[config.mk]
export PLATFORM = sky130hd
export DESIGN_NAME = mbledhesi_serik
export DESIGN_NICKNAME = d
export VERILOG_FILES = /design/src/rtl/mbledhesi_serik_pkg.sv /design/src/rtl/mbledhesi_digit.sv /design/src/rtl/mbledhesi_serik.sv
export SDC_FILE = /design/constraint.sdc
export NUM_CORES = 1
export LEC_CHECK = 0
export ABC_AREA = 1
export ABC_CLOCK_PERIOD_IN_PS = 5050
export CAP_MARGIN = 25
export CORE_MARGIN = 5
export CORE_UTILIZATION = 45
export CTS_BUF_LIST = sky130_fd_sc_hd__clkbuf_2 sky130_fd_sc_hd__clkbuf_4 sky130_fd_sc_hd__clkbuf_8
export DETAILED_ROUTE_END_ITERATION = 12
export GPL_TIMING_DRIVEN = 0
export PLACE_DENSITY = 0.72
export SLEW_MARGIN = 20
export SYNTH_ARGS = -nofsm -noshare
export SYNTH_HDL_FRONTEND = slang
export SYNTH_SLANG_ARGS = --single-unit
export TNS_END_PERCENT = 100
[constraint.sdc]
create_clock -name CLK -period 5.05 [get_ports CLK]
set_input_delay 0.7575 -clock CLK [delete_from_list [all_inputs] [get_ports CLK]]
set_output_delay 0.7575 -clock CLK [all_outputs]
set_load 0.02 [all_outputs]
[src/rtl/mbledhesi_serik_pkg.sv]
// Shared definitions for the digit-serial adder/subtractor: controller states
// and the operation-mode encoding of the SUB input.
package mbledhesi_serik_pkg;

  typedef enum logic [1:0] {
    ST_IDLE = 2'd0,
    ST_RUN  = 2'd1,
    ST_DONE = 2'd2
  } state_e;

  localparam logic MODE_ADD = 1'b0;
  localparam logic MODE_SUB = 1'b1;

endpackage

[src/rtl/mbledhesi_digit.sv]
// Combinational DIGIT-bit ripple-carry slice; also exposes the carry into its
// top bit so the caller can form two's-complement overflow on the last digit.
module mbledhesi_digit
  import mbledhesi_serik_pkg::*;
#(
  parameter int DIGIT = 4
) (
  input  logic [DIGIT-1:0] a,
  input  logic [DIGIT-1:0] b,
  input  logic             cin,
  output logic [DIGIT-1:0] sum,
  output logic             cout,
  output logic             c_msb
);

  logic [DIGIT:0] carry;

  always_comb begin
    carry    = '0;
    sum      = '0;
    carry[0] = cin;
    for (int i = 0; i < DIGIT; i++) begin
      sum[i]       = a[i] ^ b[i] ^ carry[i];
      carry[i+1]   = (a[i] & b[i]) | (carry[i] & (a[i] ^ b[i]));
    end
  end

  assign cout  = carry[DIGIT];
  assign c_msb = carry[DIGIT-1];

endmodule

[src/rtl/mbledhesi_serik.sv]
// Digit-serial adder/subtractor: operands are consumed DIGIT bits per cycle,
// LSB first, and the result is assembled by shifting digits in from the MSB side.
module mbledhesi_serik
  import mbledhesi_serik_pkg::*;
#(
  parameter int WIDTH = 16,
  parameter int DIGIT = 4
) (
  input  logic             CLK,
  input  logic             RESET_N,
  input  logic             IN_VALID,
  output logic             IN_READY,
  input  logic [WIDTH-1:0] A,
  input  logic [WIDTH-1:0] B,
  input  logic             CIN,
  input  logic             SUB,
  output logic             OUT_VALID,
  input  logic             OUT_READY,
  output logic [WIDTH-1:0] SUM,
  output logic             COUT,
  output logic             OVF,
  output logic             ZERO
);

  localparam int STEPS = WIDTH / DIGIT;
  localparam int CNT_W = (STEPS > 1) ? $clog2(STEPS) : 1;

  generate
    if (WIDTH % DIGIT != 0) begin : g_bad_digit
      $error("mbledhesi_serik: WIDTH must be a multiple of DIGIT");
    end
  endgenerate

  state_e             state_q, state_d;
  logic [WIDTH-1:0]   a_q, a_d;
  logic [WIDTH-1:0]   b_q, b_d;
  logic [WIDTH-1:0]   sum_q, sum_d;
  logic               carry_q, carry_d;
  logic [CNT_W-1:0]   cnt_q, cnt_d;
  logic               cout_q, cout_d;
  logic               ovf_q, ovf_d;
  logic               zero_q, zero_d;

  logic [DIGIT-1:0]       dig_sum;
  logic                   dig_cout;
  logic                   dig_cmsb;
  logic [WIDTH+DIGIT-1:0] sum_cat;
  logic [WIDTH-1:0]       sum_shift;
  logic                   last_step;

  mbledhesi_digit #(
    .DIGIT(DIGIT)
  ) u_digit (
    .a     (a_q[DIGIT-1:0]),
    .b     (b_q[DIGIT-1:0]),
    .cin   (carry_q),
    .sum   (dig_sum),
    .cout  (dig_cout),
    .c_msb (dig_cmsb)
  );

  // New digit enters at the top; after STEPS shifts the first digit sits at bit 0.
  assign sum_cat   = {dig_sum, sum_q};
  assign sum_shift = sum_cat[WIDTH+DIGIT-1:DIGIT];
  assign last_step = (cnt_q == CNT_W'(STEPS - 1));

  always_comb begin
    state_d = state_q;
    a_d     = a_q;
    b_d     = b_q;
    sum_d   = sum_q;
    carry_d = carry_q;
    cnt_d   = cnt_q;
    cout_d  = cout_q;
    ovf_d   = ovf_q;
    zero_d  = zero_q;

    case (state_q)
      ST_IDLE: begin
        if (IN_VALID) begin
          a_d     = A;
          b_d     = (SUB == MODE_SUB) ? ~B : B;
          carry_d = (SUB == MODE_SUB) ? 1'b1 : CIN;
          cnt_d   = '0;
          state_d = ST_RUN;
        end
      end
      ST_RUN: begin
        a_d     = a_q >> DIGIT;
        b_d     = b_q >> DIGIT;
        sum_d   = sum_shift;
        carry_d = dig_cout;
        cnt_d   = cnt_q + CNT_W'(1);
        if (last_step) begin
          // Flags are taken from the slice that produced the result MSB.
          cout_d  = dig_cout;
          ovf_d   = dig_cout ^ dig_cmsb;
          zero_d  = (sum_shift == '0);
          cnt_d   = '0;
          state_d = ST_DONE;
        end
      end
      ST_DONE: begin
        if (OUT_READY) begin
          state_d = ST_IDLE;
        end
      end
      default: state_d = ST_IDLE;
    endcase
  end

  always_ff @(posedge CLK or negedge RESET_N) begin
    if (!RESET_N) begin
      state_q <= ST_IDLE;
      a_q     <= '0;
      b_q     <= '0;
      sum_q   <= '0;
      carry_q <= 1'b0;
      cnt_q   <= '0;
      cout_q  <= 1'b0;
      ovf_q   <= 1'b0;
      zero_q  <= 1'b0;
    end else begin
      state_q <= state_d;
      a_q     <= a_d;
      b_q     <= b_d;
      sum_q   <= sum_d;
      carry_q <= carry_d;
      cnt_q   <= cnt_d;
      cout_q  <= cout_d;
      ovf_q   <= ovf_d;
      zero_q  <= zero_d;
    end
  end

  assign IN_READY  = (state_q == ST_IDLE);
  assign OUT_VALID = (state_q == ST_DONE);
  assign SUM       = sum_q;
  assign COUT      = cout_q;
  assign OVF       = ovf_q;
  assign ZERO      = zero_q;

endmodule

==> metrics.md, run 1 <==
| Metric | Value |
|---|---|
| Via count | ~2200 |
| Total negative slack | 0 ns |
| DR vias/cell | 5.042 |
| CTS tree | done |
| Crit path launch type | register |
| Maximum clock insertion buffer count | 2 |
| Total CTS buffers | 5 |
| Largest net degree at the start of global routing | 57 |
| Tightest Pin Transition | approximately 0.7 ns |
| Clock Tree Root | clkbuf_8 |
| Max FO, Critical Path | 2 |
| Core Area | approximately 5600 sq um |
| Mapped Area | around 2600 sq um |
| Clock-pin slew on the worst setup and hold paths | roughly 0.09 ns |
| Minimum clock period | 2.463 ns |
| DR WL/cell | ~14 microns |
| YS warnings | 0 |
| Post-CTS Hold Buffers | 0 |
| Io pins | between 50 and 60 |
| Worst skew pair latency | slightly above 0.3 ns |
| # diodes | 0 |
| Setup repair after global routing missed its margin | false |
| Initial antenna violation count | 0 |
| Synthesized Nets | roughly 340 |
| Multi-input gate area | ~1000 sq um |
| Post-detail-place hpwl | 4492 microns |
| Port Buf Inserts | 57 |
| Hold Crit Class | input port to asynchronous set/reset pin |
| Peak VDD IR | approximately 0.23 mV |
| DP Cell Count | between 400 and 500 |
| Layout Cell Area excl Fill | ~3400 sq um |
| Largest family of logic cells by synthesized area | simple AND/OR/NAND/NOR gates |
| Post-synthesis mux area share | 0% |
| Cell row count | 27 |
| Post-DP Area | ~3300 sq um |
| Status | finished, final reports clean |
| Area of the die | between 7000 and 8000 sq um |
| Worst setup EP type | register |
| FILL cells | around 520 |
| Slew HR | 53.27% |
| F_max | slightly above 400 MHz |
| Power per Cell Area | a little under 600 nW/um^2 |
| Vias in the first global route | about 2200 |
| Compound-Gate Fraction of Synth Area | about 8% |
| Post-CTS Setup Bufs | 0 |
| H-tree Lvls | 2 |
| Post-Synth Simple-Gate Area | a little under a quarter |
| Max cap viols | 0 |
| Initial core utilization | 46.98% |
| Syn Inst Count | slightly below 300 |
| Post-route DRC | 0 |
| Post_cts resized | 0 |
| Tot GR Track Use | between 10% and 20% |
| Max-slew violation count | 0 |
| Post-Synth XOR/XNOR Area | under 10% |
| Sink Count | 56 |
| Area grow syn2layout | 28.81% |
| Global-route wire length before repair | roughly 10000 microns |
| RePlAce Congestion | between 0.7 and 0.8 |
| 1st-iter DRT viols | 120 |
| Max Clock Skew | about 0.0031 ns |
| Share of cells above drive strength 1 | 6.983% |
| Crit Path Category | register to register |
| Synth Area in Adders | 3.536% |
| Final hold vios | 0 |
| Critical Path AT | 2.67 ns |
| Post-route clock period utilization | a little under 50% |
| Pleak | 1.550 nW |
| WP data required | roughly 5.3 ns |
| Final ANT Viol Nets | 0 |
| Synth Register Bits | 56 |
| Reg area | 1401 sq um |
| Nets@finish | roughly 400 |
| Routed WL | 6015 microns |
| GRT overflow | 0 |
| Unique masters post-synth | 22 |
| Die X | about 86 microns |
| Worst slack, placed | 2.579 ns |
| Chip height | 86.29 microns |
| Cell Count, Final, Fillers Out | 430 |
| Final WS setup | approximately 2.6 ns |
| Seq/Total Area, Yosys | between 50 and 60% |
| Synth Area per Inst | ~8.9 sq um |
| Final setup vio count | 0 |
| First-pass DRT Iterations | 4 |
## logic make-up (layout without fill, tap and decap cells)
family	count (synthesis)	after routing
AOI/OAI and AO/OA	37	37
DFF	56	56
and+or+nand+nor	141	141
adders and majority gates	5	5
buffers and inverters	38	102
xor gates and xnor gates	17	17
## worst max-delay path: stages (launching register included)
cell and delay, ns:
dfrtp_1 0.38, inv_1 0.10, fa_1 0.20, inv_1 0.05
fa_1 0.39, fa_1 0.44, inv_1 0.09, fa_1 0.42
nand2_1 0.08, inv_1 0.04, nand2_1 0.04, nor2_1 0.03
nand3_1 0.05, nand2_1 0.05
## worst paths after layout
kind / start / slack [ns] / endpoint / depth (start not counted)
max: b_q[0] / 2.59 / ZERO / 13
max in group asynchronous: RESET_N / 4.10 / a_q[4] / 1
min: RESET_N / 0.49 / SUM[3] / 1
max reg2reg: b_q[0] / 2.59 / ZERO / 13
min reg2reg: SUM[1] / 0.49 / SUM[1] / 2
min in group CLK: SUM[1] / 0.49 / SUM[1] / 2
## registers in the layout, summed over array words and instances (netlist names)
register / count
a_q: 16
state_q: 2
carry_q: 1
b_q: 16
COUT: 1
OVF: 1
ZERO: 1
cnt_q: 2
SUM: 16
## cell usage after synthesis, drive strengths merged
| cell type | number | area share, % |
|---|---|---|
| nand2 | 82 | 12 |
| dfrtp | 56 | 54 |
| nand3 | 44 | 8.4 |
| o21ai | 26 | 5.0 |
| inv | 23 | 3.3 |
| nor2 | 15 | 2.4 |
| buf | 13 | 2.8 |
| xor2 | 13 | 4.3 |
| o211ai | 8 | 2.3 |
| fa | 4 | 3.1 |
| xnor2 | 4 | 1.3 |
| clkbuf | 2 | 0.43 |
| o31ai | 2 | 0.57 |
| a21oi | 1 | 0.19 |
| ha | 1 | 0.48 |
## power by group
part,internal [W],total [W],switching [W]
Sequential,0.000635,0.000754,0.000119
Combinational,0.000386,0.000959,0.000573
Clock,0.000122,0.000260,0.000138
## routing by layer
layer / global-route usage (%) / part of all wire (%) / vias to the layer above
met4: 6.374 / 2.3 / 0
li1: - / - / 1071
met2: 27.61 / 48 / 65
met5: 0 / 0 / -
met1: 21.92 / 43 / 1021
met3: 4.087 / 7.2 / 11
## cells in the final DEF, fill, tap and decap left out, drive strengths merged
cell type and instances:
dfrtp 56, inv 23, nand3 44, ha 1, o21ai 26, nor2 15
fa 4, buf 14, xnor2 4, xor2 13, nand2 82, clkdlybuf4s50 56
a21oi 1, o211ai 8, clkbuf 9, o31ai 2
## layout make-up
type	count	area share, %
sequential	56	41.54
multi-input combinational	200	31.01
timing repair buffer	57	16.84
clock buffer	7	2.856
tap	72	2.671
inverter	23	2.559
buffer	15	2.522
## metrics by stage
stage	util, %	hold WS [ns]	total power [W]
6_report	60.52	0.4900	0.001973
5_1_grt	60.52	0.5184	0.002134
4_1_cts	60.52	0.4960	0.001993
3_5_place_dp	58.79	0.4726	0.001733
3_3_place_gp	58.83	0.4651	0.001697
2_1_floorplan	-	0.4617	0.001357
No activity file was read; power rests on OpenSTA's default activity.
==> run 2: changes to the inputs <==
--- a/config.mk
+++ b/config.mk
@@ -6,7 +6,7 @@
 export NUM_CORES = 1
 export LEC_CHECK = 0
 export ABC_AREA = 1
-export ABC_CLOCK_PERIOD_IN_PS = 5050
+export ABC_CLOCK_PERIOD_IN_PS = 2300
 export CAP_MARGIN = 25
 export CORE_MARGIN = 5
 export CORE_UTILIZATION = 45
==> constraint.sdc (replaced) <==
create_clock -name CLK -period 2.3 [get_ports CLK]
set_input_delay 0.345 -clock CLK [delete_from_list [all_inputs] [get_ports CLK]]
set_output_delay 0.345 -clock CLK [all_outputs]
set_load 0.02 [all_outputs]
==> run 2 against run 1 <==
Effect of this change:
- the flow now finishes with violations (negative setup slack)
- clock power grew 120%
- highest routed layer unchanged
- sequential cell count stayed put
- critical path depth unchanged
- final area increased by 0.89%
- register-to-register slack worse by 2.6 ns
- sequential power rose by 120%
- worst setup slack worse by 2.6 ns
- combinational power increased by 130%
==> metrics.md, run 2 (synthesized netlist as in run 1, its figures left out) <==
| Metric | Value |
|---|---|
| Via count | 2183 |
| Layout Cell Area excl Fill | 3403 sq um |
| Io pins | around 60 |
| Core Area | ~5600 sq um |
| DR WL/cell | between 10 and 15 microns |
| Largest net degree at the start of global routing | 57 |
| Crit Path Category | register to register |
| Peak VDD IR | about 0.52 mV |
| WHS | just over 0.08 ns |
| Initial antenna violation count | 0 |
| Cell row count | 27 |
| DR vias/cell | around 5 |
| Critical Path AT | about 2.5 ns |
| Share of cells above drive strength 1 | under 10% |
| Final ANT Viol Nets | 0 |
| Crit path launch type | register |
| Total CTS buffers | 5 |
| F_max | between 400 and 500 MHz |
| Max Clock Skew | roughly 0.0026 ns |
| RePlAce Congestion | just under 0.8 |
| Maximum clock insertion buffer count | 2 |
| First-pass DRT Iterations | 4 |
| Final hold vios | 0 |
| Clock Tree Root | clkbuf_8 |
| Commonest non-fill, non-tap cell in the layout | nand2_1 |
| Routed WL | between 6000 and 7000 microns |
| Multi-input gate area | between 1000 and 1500 sq um |
| Utilization after layout | around three fifths |
| 1st-iter DRT viols | around 110 |
| Post-DP Area | 3277 sq um |
| Tightest Pin Transition | 0.7097 ns |
| Power per Cell Area | 1295 nW/um^2 |
| CTS tree | done |
| Tot GR Track Use | between 10% and 20% |
| Initial core utilization | 46.98% |
| Total negative slack | -0.004247 ns |
| H-tree Lvls | 2 |
| Setup repair after global routing missed its margin | true |
| Final WS setup | -0.004247 ns |
| Worst slack, placed | -0.1713 ns |
| Post-route clock period utilization | 100.2% |
| FILL cells | 514 |
| Hold Crit Class | input port to asynchronous set/reset pin |
| Minimum clock period | ~2.3 ns |
| Max FO, Critical Path | 2 |
| WP data required | approximately 2.5 ns |
| Die X | about 86 microns |
| Max cap viols | 0 |
| Post-route DRC | 0 |
| Status | finished with violations |
| # diodes | 0 |
| Final setup vio count | 1 |
| Slew HR | a little over half |
| Clock-pin slew on the worst setup and hold paths | about 0.090 ns |
| Nets@finish | just over 400 |
| Failing checks | negative setup slack |
| Area of the die | 7445 sq um |
| Worst skew pair latency | about 0.3 ns |
| Sink Count | 56 |
| Port Buf Inserts | between 50 and 60 |
| Pleak | roughly 1.6 nW |
| Max-slew violation count | 0 |
| Area grow syn2layout | 29.96% |
| Reg area | about 1400 sq um |
| Post-detail-place hpwl | roughly 4500 microns |
| Chip height | between 80 and 90 microns |
| Most frequent cells in the layout | nand2_1, dfrtp_1, clkdlybuf4s50_1, nand3_1, o21ai_0 |
| Global-route wire length before repair | approximately 10000 microns |
| Worst setup EP type | register |
| Vias in the first global route | around 2200 |
| GRT overflow | 0 |
-- run 2: cell count changes in the layout (fill, tap and decap cells not counted), sizes merged --
cell  previous run  this run
buf             14        17
-- run 2: where the power goes --
group	total, W	internal (W)	switching (W)
Clock	0.000568	0.000269	0.000299
Sequential	0.00166	0.00139	0.000266
Combinational	0.00218	0.000895	0.00128
-- run 2: path summary, 6_finish.rpt --
kind	cells after the start	startpoint	to	slack, ns
min in group CLK	2	SUM[1]	SUM[1]	0.49
max in group asynchronous	1	RESET_N	a_q[4]	1.76
hold / removal	1	RESET_N	SUM[3]	0.08
setup / recovery	13	b_q[0]	ZERO	-0.004
setup reg to reg	13	b_q[0]	ZERO	-0.004
hold reg to reg	2	SUM[1]	SUM[1]	0.49
-- run 2: layout make-up --
| cell class | instances | share of cell area (%) |
|---|---|---|
| Tap cell | 72 | 2.647 |
| Inverter | 23 | 2.537 |
| Multi-Input combinational cell | 200 | 30.96 |
| Timing Repair Buffer | 60 | 17.35 |
| Buffer | 15 | 2.500 |
| Clock buffer | 7 | 2.831 |
| Sequential cell | 56 | 41.18 |
-- run 2: routing by layer --
metal,GRT usage [%],up-vias,share of wire (%)
li1,-,1076,-
met1,22.04,1034,44
met2,27.61,62,48
met3,4.087,11,6.3
met4,6.374,0,2.3
met5,0,-,0
-- run 2: what timing repair did --
item                                    4_1_cts  5_1_grt
pin swaps                                     1        2
resized for setup                             7        0
hold buffers                                  0        0
setup buffers                                 1        2
endpoints found under the setup margin        2        1
-- run 2: critical path: stages, from the launching register on --
cell and delay, ns:
dfrtp_1 0.39, inv_2 0.08, fa_2 0.21, inv_2 0.04, fa_2 0.34, fa_2 0.37
inv_2 0.06, fa_1 0.42, nand2_1 0.08, inv_1 0.04, nand2_1 0.04, nor2_1 0.03
nand3_1 0.05, nand2_1 0.05
-- run 2: stage by stage --
stage,total power [W],instances
after floorplan,0.002980,294
after global placement,0.003725,423
after detailed placement,0.003806,423
after CTS,0.004415,431
after global routing,0.004763,433
final,0.004407,433
==> run 3: changes to the inputs <==
--- a/config.mk
+++ b/config.mk
@@ -14,6 +14,7 @@
 export DETAILED_ROUTE_END_ITERATION = 12
 export GPL_TIMING_DRIVEN = 0
 export PLACE_DENSITY = 0.72
+export SKIP_CTS_REPAIR_TIMING = 1
 export SLEW_MARGIN = 20
 export SYNTH_ARGS = -nofsm -noshare
 export SYNTH_HDL_FRONTEND = slang
==> run 3 against run 2 <==
Effect of this change:
- the run still ends with negative setup slack left
- sequential power about the same
- register-to-register slack worse by 0.06 ns
- die area unchanged
- clock-buffer cell count unchanged
- sequential cell count unchanged
- utilization down 0.27 points
- combinational power about the same
- worst setup slack worse by 0.062 ns
- maximum frequency down 2.6%
- critical endpoint unchanged
- largest cell class unchanged
==> metrics.md, run 3 (synthesized netlist as in run 1, its figures left out) <==
| Metric | Value |
|---|---|
| Max Clock Skew | between 0.002 and 0.003 ns |
| Maximum clock insertion buffer count | 2 |
| Nets@finish | 402 |
| Crit Path Category | register to register |
| Die X | ~86 microns |
| Final WS setup | -0.06589 ns |
| Critical Path AT | about 2.6 ns |
| 1st-iter DRT viols | 93 |
| Pleak | between 1.5 and 2 nW |
| Clock Tree Root | clkbuf_8 |
| Io pins | 59 |
| Post-detail-place hpwl | between 4000 and 5000 microns |
| Commonest non-fill, non-tap cell in the layout | nand2_1 |
| DR vias/cell | around 5.0 |
| Final ANT Viol Nets | 0 |
| Slew HR | between 50 and 60% |
| Via count | between 2000 and 2500 |
| Clock-pin slew on the worst setup and hold paths | approximately 0.09 ns |
| Power per Cell Area | ~1300 nW/um^2 |
| Area grow syn2layout | 29.38% |
| Tot GR Track Use | 16.94% |
| Initial core utilization | approximately 47% |
| Sink Count | 56 |
| Final hold vios | 0 |
| Most frequent cells in the layout | nand2_1, dfrtp_1, clkdlybuf4s50_1, nand3_1, o21ai_0 |
| Largest net degree at the start of global routing | 57 |
| H-tree Lvls | 2 |
| Post-route DRC | 0 |
| GRT overflow | 0 |
| Area of the die | 7445 sq um |
| Failing checks | negative setup slack |
| Worst skew pair latency | about 0.30 ns |
| Core Area | about 5600 sq um |
| Power Total | approximately 0.0044 W |
| Final setup vio count | 1 |
| Crit path launch type | register |
| Total CTS buffers | 5 |
| Utilization after layout | around 61% |
| Worst setup EP type | register |
| Max FO, Critical Path | 2 |
| Peak VDD IR | between 0.5 and 0.6 mV |
| F_max | 422.7 MHz |
| Post-route clock period utilization | 102.9% |
| Hold Crit Class | input port to asynchronous set/reset pin |
| DR WL/cell | about 14 microns |
| Max cap viols | 0 |
| Port Buf Inserts | 57 |
| # diodes | 0 |
| CTS tree | done |
| RePlAce Congestion | approximately 0.78 |
| Setup repair after global routing missed its margin | true |
| Cell row count | 27 |
| Max-slew violation count | 0 |
| Initial antenna violation count | 0 |
| Vias in the first global route | approximately 2200 |
| Share of cells above drive strength 1 | under 10% |
| First-pass DRT Iterations | 4 |
| Routed WL | between 6000 and 7000 microns |
| Global-route wire length before repair | between 9000 and 10000 microns |
| Minimum clock period | around 2.4 ns |
| WP data required | around 2.5 ns |
| Status | finished with violations |
| Tightest Pin Transition | roughly 0.69 ns |
| Chip height | ~86 microns |
-- run 3: changes by cell type in the layout (fill, tap and decap cells not counted) --
cell,delta
buf_4,-2
-- run 3: per-layer routing --
layer	GRT usage (%)	wire [microns]
met1	21.92	2633
met2	27.61	2852
met4	6.374	138
met5	0	0
met3	4.087	389
-- run 3: final cells by class --
type,count,area [sq um]
clock buffers,7,96.34
fillers,518,2186
flip-flops and latches,56,1401
plain buffers,15,85.08
repair buffers,58,575.6
multi-input cells,200,1054
well taps,72,90.09
inverters,23,86.33
-- run 3: path summary, 6_finish.rpt --
| check | start | end | slack (ns) | depth (start not counted) |
|---|---|---|---|---|
| min reg2reg | SUM[1] | SUM[1] | 0.49 | 2 |
| max reg2reg | b_q[0] | ZERO | -0.07 | 13 |
| max | b_q[0] | ZERO | -0.07 | 13 |
| min | RESET_N | SUM[3] | 0.08 | 1 |
| max in group asynchronous | RESET_N | b_q[15] | 1.77 | 1 |
| min in group CLK | SUM[1] | SUM[1] | 0.49 | 2 |
-- run 3: power by group --
part / total (W) / internal (W) / switching (W)
sequential: 0.00166 / 0.00139 / 0.000266
combinational: 0.00215 / 0.000874 / 0.00127
clock: 0.000567 / 0.000269 / 0.000298
-- run 3: stage by stage --
stage	cells	cell area (sq um)	setup WS [ns]	setup TNS, ns	hold WS, ns
5_1_grt	431	3388	-0.2227	-0.2227	0.1441
4_1_cts	430	3373	-0.1927	-0.2121	0.1033
3_3_place_gp	423	3279	-0.8079	-45.22	0.4651
6_report	431	3388	-0.06589	-0.06589	0.07785
2_1_floorplan	294	2619	0.04223	0	0.04941
3_5_place_dp	423	3277	-0.1713	-0.1713	0.4386
-- run 3: critical path, cell delays in order (launching register included) --
cell     delay, ns
dfrtp_1       0.39
inv_2         0.07
fa_2          0.21
inv_2         0.04
fa_2          0.35
fa_2          0.42
inv_2         0.07
fa_1          0.42
nand2_1       0.08
inv_1         0.04
nand2_1       0.04
nor2_1        0.03
nand3_1       0.05
nand2_1       0.05
